**config.mk**
```make
export PLATFORM = sky130hd
export DESIGN_NAME = branch_predictor
export DESIGN_NICKNAME = d
export VERILOG_FILES = /design/src/rtl/branch_predictor_pkg.sv /design/src/rtl/branch_predictor_sat_counter.sv /design/src/rtl/branch_predictor.sv
export SDC_FILE = /design/constraint.sdc
export NUM_CORES = 2
export LEC_CHECK = 0
export CAP_MARGIN = 20
export CORE_UTILIZATION = 60
export DETAILED_ROUTE_END_ITERATION = 12
export PLACE_DENSITY_LB_ADDON = 0.15
export SYNTH_ARGS = -nofsm -noshare
export SYNTH_HDL_FRONTEND = slang
export SYNTH_SLANG_ARGS = --single-unit
```
**constraint.sdc**
```tcl
create_clock -name clk -period 38.4 [get_ports clk]
set_clock_uncertainty 0.2 [all_clocks]
set_input_delay 7.68 -clock clk [delete_from_list [all_inputs] [get_ports clk]]
set_output_delay 7.68 -clock clk [all_outputs]
set_load 0.02 [all_outputs]
```
**src/rtl/branch_predictor_pkg.sv**
```systemverilog
// Shared encodings for the fetch-stage branch predictor and the PC-select mux.
// Holds 2-bit counter states, PC-source select codes, BHT reset value and
// default table geometry.
package branch_predictor_pkg;

  localparam int unsigned BP_IDX_BITS = 4;
  localparam int unsigned BP_ADDR_W   = 32;

  // 2-bit saturating counter states
  localparam logic [1:0] SNT = 2'b00;
  localparam logic [1:0] WNT = 2'b01;
  localparam logic [1:0] WT  = 2'b10;
  localparam logic [1:0] ST  = 2'b11;

  // PC-source mux select codes (jump select is owned by decode)
  localparam logic [1:0] PCSRC_SEQ    = 2'b00;
  localparam logic [1:0] PCSRC_JUMP   = 2'b01;
  localparam logic [1:0] PCSRC_BRANCH = 2'b10;

  localparam logic [1:0] BHT_RESET = WNT;

endpackage

```
**src/rtl/branch_predictor_sat_counter.sv**
```systemverilog
// bp_sat_counter: next-state function of a 2-bit saturating branch counter.
// Ports:
//   state        - current counter value
//   taken        - resolved branch outcome
//   next_state_c - counter value after training (combinational)
module bp_sat_counter
  import branch_predictor_pkg::*;
(
  input  logic [1:0] state,
  input  logic       taken,
  output logic [1:0] next_state_c
);

  // Step toward the observed outcome, holding at the strong ends
  always_comb begin
    next_state_c = state;
    if (taken) begin
      if (state != ST) next_state_c = state + 2'd1;
    end else begin
      if (state != SNT) next_state_c = state - 2'd1;
    end
  end

endmodule

```
**src/rtl/branch_predictor.sv**
```systemverilog
// branch_predictor: untagged 2-bit BHT plus tagged BTB for the fetch stage.
// Optional feature macro: BP_PERF_CNT_EN (adds perf_branches/perf_mispredicts).
// Ports:
//   clk, reset        - clock, async active-high reset
//   fetch_pc          - PC being fetched; looked up combinationally
//   pred_taken        - predicted taken (BTB hit and counter MSB)
//   pred_target       - predicted target, 0 when not taken
//   pc_src            - PC mux select: PCSRC_BRANCH or PCSRC_SEQ
//   upd_*             - resolved branch from execute; trains tables on clk
//   perf_branches     - (optional) count of update cycles
//   perf_mispredicts  - (optional) count of mispredicted update cycles
module branch_predictor
  import branch_predictor_pkg::*;
#(
  parameter int unsigned IDX_BITS = BP_IDX_BITS,
  parameter int unsigned ADDR_W   = BP_ADDR_W
) (
  input  logic              clk,
  input  logic              reset,
  input  logic [ADDR_W-1:0] fetch_pc,
  output logic              pred_taken,
  output logic [ADDR_W-1:0] pred_target,
  output logic [1:0]        pc_src,
  input  logic              upd_valid,
  input  logic [ADDR_W-1:0] upd_pc,
  input  logic              upd_taken,
  input  logic [ADDR_W-1:0] upd_target,
  input  logic              upd_mispredict
`ifdef BP_PERF_CNT_EN
  ,
  output logic [31:0]       perf_branches,
  output logic [31:0]       perf_mispredicts
`endif
);

  localparam int unsigned ENTRIES = 1 << IDX_BITS;
  localparam int unsigned TAG_W   = ADDR_W - IDX_BITS - 2;

  logic [1:0]        bht        [ENTRIES];
  logic [1:0]        bht_next   [ENTRIES];
  logic              btb_valid  [ENTRIES];
  logic [TAG_W-1:0]  btb_tag    [ENTRIES];
  logic [ADDR_W-1:0] btb_target [ENTRIES];

  logic [IDX_BITS-1:0] fetch_idx;
  logic [TAG_W-1:0]    fetch_tag;
  logic [IDX_BITS-1:0] upd_idx;
  logic [TAG_W-1:0]    upd_tag;
  logic                hit;

  assign fetch_idx = fetch_pc[IDX_BITS+1:2];
  assign fetch_tag = fetch_pc[ADDR_W-1:IDX_BITS+2];
  assign upd_idx   = upd_pc[IDX_BITS+1:2];
  assign upd_tag   = upd_pc[ADDR_W-1:IDX_BITS+2];

  // Per-entry counter training; only the indexed result is written back
  for (genvar g = 0; g < ENTRIES; g++) begin : g_ctr
    bp_sat_counter u_ctr (
      .state        (bht[g]),
      .taken        (upd_taken),
      .next_state_c (bht_next[g])
    );
  end

  // Lookup reads registered state only, so a same-cycle update is not bypassed
  always_comb begin
    hit         = btb_valid[fetch_idx] && (btb_tag[fetch_idx] == fetch_tag);
    pred_taken  = hit && bht[fetch_idx][1];
    pred_target = pred_taken ? btb_target[fetch_idx] : '0;
    pc_src      = pred_taken ? PCSRC_BRANCH : PCSRC_SEQ;
  end

  // Table training; taken branches overwrite any aliasing BTB entry
  always_ff @(posedge clk or posedge reset) begin
    if (reset) begin
      for (int unsigned i = 0; i < ENTRIES; i++) begin
        bht[i]        <= BHT_RESET;
        btb_valid[i]  <= 1'b0;
        btb_tag[i]    <= '0;
        btb_target[i] <= '0;
      end
    end else if (upd_valid) begin
      bht[upd_idx] <= bht_next[upd_idx];
      if (upd_taken) begin
        btb_valid[upd_idx]  <= 1'b1;
        btb_tag[upd_idx]    <= upd_tag;
        btb_target[upd_idx] <= upd_target;
      end
    end
  end

`ifdef BP_PERF_CNT_EN
  // Free-running statistics, wrap modulo 2^32
  always_ff @(posedge clk or posedge reset) begin
    if (reset) begin
      perf_branches    <= 32'd0;
      perf_mispredicts <= 32'd0;
    end else if (upd_valid) begin
      perf_branches <= perf_branches + 32'd1;
      if (upd_mispredict) perf_mispredicts <= perf_mispredicts + 32'd1;
    end
  end
`else
  logic unused_mispredict;
  assign unused_mispredict = upd_mispredict;
`endif

  // Byte-offset bits never take part in index or tag
  logic unused_pc_low;
  assign unused_pc_low = ^{fetch_pc[1:0], upd_pc[1:0]};

endmodule

```
==> flow_summary.yaml <==
run_status:
  status: "complete, no violations"
final_layout:
  layout-area-overhead-vs-synth_pct: 11.2
  regArea_um2: 24400
  n_fill_cell: 5007
  multi_input_area_um2: 19700
  stdcell_count: 3923
  layout.nets: 2976
  drive_gt1_share_pct: 50.2
timing:
  rsz0062_at_grt: "no"
  setup_viol: 0
  tns_ns: 0
  relSlewSlack_pct: 24.5
  finalCritPeriodShare_pct: 55.6
  final_hold_viol_count: 0
  fin_ws_ns: 17.06
  fin_crit_ns: 21.34
  fmax_ghz: 0.0469
  tightest_slew_ns: 1.13
  drv_slew: 0
floorplan:
  core-area_um2: 74600
  rows: 100
  ios: 136
  die_y_um: 277
  start_util_pct: 60.8
  dieArea_um2: 76700
  dieWidth_um: 277
yosys:
  synth_warnings: 0
  synth_flop_cell: "dfrtp_1"
  synth_seq_cells: 976
  yosysTopAreaCellShare_pct: 53.0
  synth_top_family_by_area: "multiplexers"
  synth-simple-area-share_pct: 2.75
  synth_top_area_cell: "dfrtp_1"
  syn_area_um2: 45300
  synth_xor_area_share_pct: 0.638
  yosys.area_share.adder_pct: 0.618
  synth.mux.area_fraction_pct: 37.7
  synth_nets: 2955
  syn_avg_cell_area_um2: 15.9
  yosysUniqueCellTypes: 67
  netlist_top_cells_area: "dfrtp_1, mux2_2, mux4_2"
  synth_edf_count: 0
  synthCells: 2854
  yosysSeqAreaShare_pct: 53.9
  synth_compound_area_share_pct: 1.42
  async_flop_share_pct: 100
placed_design:
  dp_hpwl_um: 60500
  io_buffers: 129
  dp_cells: 3741
  place_congestion: 0.786
  pre_cts_ws_ns: 17.05
hold_path:
  worstHoldStart: "btb_valid[3]"
  hold_path.class: "flop to flop"
setup_path:
  crit_fanout: 75
  critPathLaunch: "fetch_pc[2]"
  cp_data_required_time_ns: 30.52
  path_buf_inv: 5
  worstSetupPathType: "primary input to output port"
  crit_path_frequent_cell: "buf_4"
  r2r-start: "bht[6]"
  crit_arrival_ns: 13.46
  path_cells: "buf_8 > buf_4 > buf_4 > mux4_2 > a22oi_1 > a21oi_1 > nor4_2 > o2111ai_4 > buf_4 > nor4b_1 > clkdlybuf4s50_1"
  end_kind: "output port"
  cpPeakStageDelay_ns: 0.89
  critPathLaunchType: "primary input"
  crit_family: "buffers and inverters"
  crit_path_top_delay_cell: "buf_4"
clock_tree:
  clock_path_buffers: 3
  post_cts_buffers: 0
  numCtsBuffers: 100
  clk_latency_ns: 0.64
  cts_tree: "yes"
  path_clk_slew_ns: 0.06
  holdBufCountCts: 0
  clkSinkCount: 976
  htree_levels: 3
  cts-resized-gates: 0
  root_buffer: "clkbuf_16"
power_and_ir_drop:
  power_density_nw_per_um2: 55.5
  seq_power_share_pct: 48.1
  p_int_mw: 2.11
  comb_power_share_pct: 16.9
  p_sw_mw: 0.687
  p_leak_nw: 22.6
  swShare_pct: 24.6
  ir_drop_mv: 0.0380
  clkPwrFrac_pct: 35.0
flow_run:
  cap_violations: 0
global_routing:
  grt.total_usage_pct: 29.0
  grt_max_degree: 196
  grt_antenna_before_repair: 6
  grt_pass1_wl_um: 169000
  grt_remaining_overflow: 0
  grt_pass1_vias: 27882
route:
  drt-initial-drc-count: 1840
  route.detailed.drc: 0
  ant_nets: 0
  dr.pass1.iters: 5
  via_count: 25391
  wl_per_cell_um: 27.6
  finalWirelength_um: 108000
  viasPerCell: 6.47
## through the flow
| step | hold slack (ns) | util (%) | instance area, um2 | total power, mW |
|---|---|---|---|---|
| 3_5_place_dp | 0.251 | 63.1 | 47100 | 1.84 |
| 5_1_grt | 0.284 | 67.6 | 50400 | 2.91 |
| 4_1_cts | 0.268 | 67.6 | 50400 | 2.82 |
| 6_report | 0.265 | 67.6 | 50400 | 2.80 |
| 3_3_place_gp | 0.247 | 63.1 | 47100 | 1.79 |
| 2_1_floorplan | 0.227 | - | 45300 | 1.71 |
## per-layer routing
metal | part of all wire (%) | vias up | track usage [%]
met4 | 3.0 | 6 | 9.52
met5 | 0.034 | - | 0
met2 | 50 | 632 | 48.1
met1 | 43 | 13861 | 39.6
met3 | 4.5 | 190 | 4.58
li1 | - | 10702 | -
## layout by cell type (no fill, tap or decap), types with 7 or more instances in the layout
cell	n
mux2_2	960
dfrtp_1	960
mux4_2	234
clkdlybuf4s50_1	124
clkbuf_16	103
mux2i_1	55
nand2_1	35
buf_4	35
maj3_1	28
nor4b_2	26
nand2b_1	25
o21ai_0	24
xor2_1	23
clkbuf_8	23
clkbuf_1	22
clkinv_2	20
nor2_1	19
inv_1	19
nand2_4	16
dfstp_2	16
nor3_1	15
mux4_4	14
nand3_1	13
a21oi_1	13
o22ai_1	12
xnor2_1	10
bufinv_16	7
## cells in the mapped netlist (23+ instances only)
| library cell | n |
|---|---|
| mux4_2 | 234 |
| maj3_1 | 28 |
| mux2_2 | 960 |
| dfrtp_1 | 960 |
| clkbuf_1 | 81 |
| nor4b_2 | 26 |
| mux2i_1 | 55 |
| o21ai_0 | 24 |
| nand2b_1 | 25 |
| buf_1 | 104 |
| xor2_1 | 23 |
| buf_2 | 25 |
| nand2_1 | 51 |
## worst paths after layout
check	to	cells past startpoint	slack, ns
max in group asynchronous	btb_target[267]	5	28.15
setup / recovery	pred_target[31]	11	17.06
min in group asynchronous	bht[3]	2	7.36
setup reg to reg	bht[24]	6	35.74
hold / removal	btb_valid[3]	1	0.27
hold reg to reg	btb_valid[3]	1	0.27
## cells by family after synthesis
family                     count (synthesis)
xor gates and xnor gates                  33
buffers and inverters                    270
and+or+nand+nor                          183
adders and majority gates                 28
DFF                                      976
AOI/OAI and AO/OA                         95
other                                      1
muxes                                   1268
## sequential cells by signal, indices dropped and copies added (netlist names)
name,cells
btb_target,512
bht,32
btb_tag,416
btb_valid,16
## layout make-up
| class | instances | area share (%) |
|---|---|---|
| antenna | 3 | 0.0149 |
| clock buffer | 148 | 5.90 |
| timing repair buffer | 168 | 3.26 |
| clock inverter | 30 | 0.668 |
| multi-input combinational | 1608 | 39.1 |
| inverter | 21 | 0.176 |
| sequential | 976 | 48.5 |
| tap | 969 | 2.40 |
## power groups by stage
stage	clock network, mW	logic, mW	registers [mW]
floorplan	0	0.382	1.33
global placement	0	0.451	1.34
detailed placement	0	0.473	1.36
CTS	0.995	0.476	1.34
global route	1.04	0.509	1.37
finish	0.980	0.472	1.35
(Power assumes the default switching activity.)
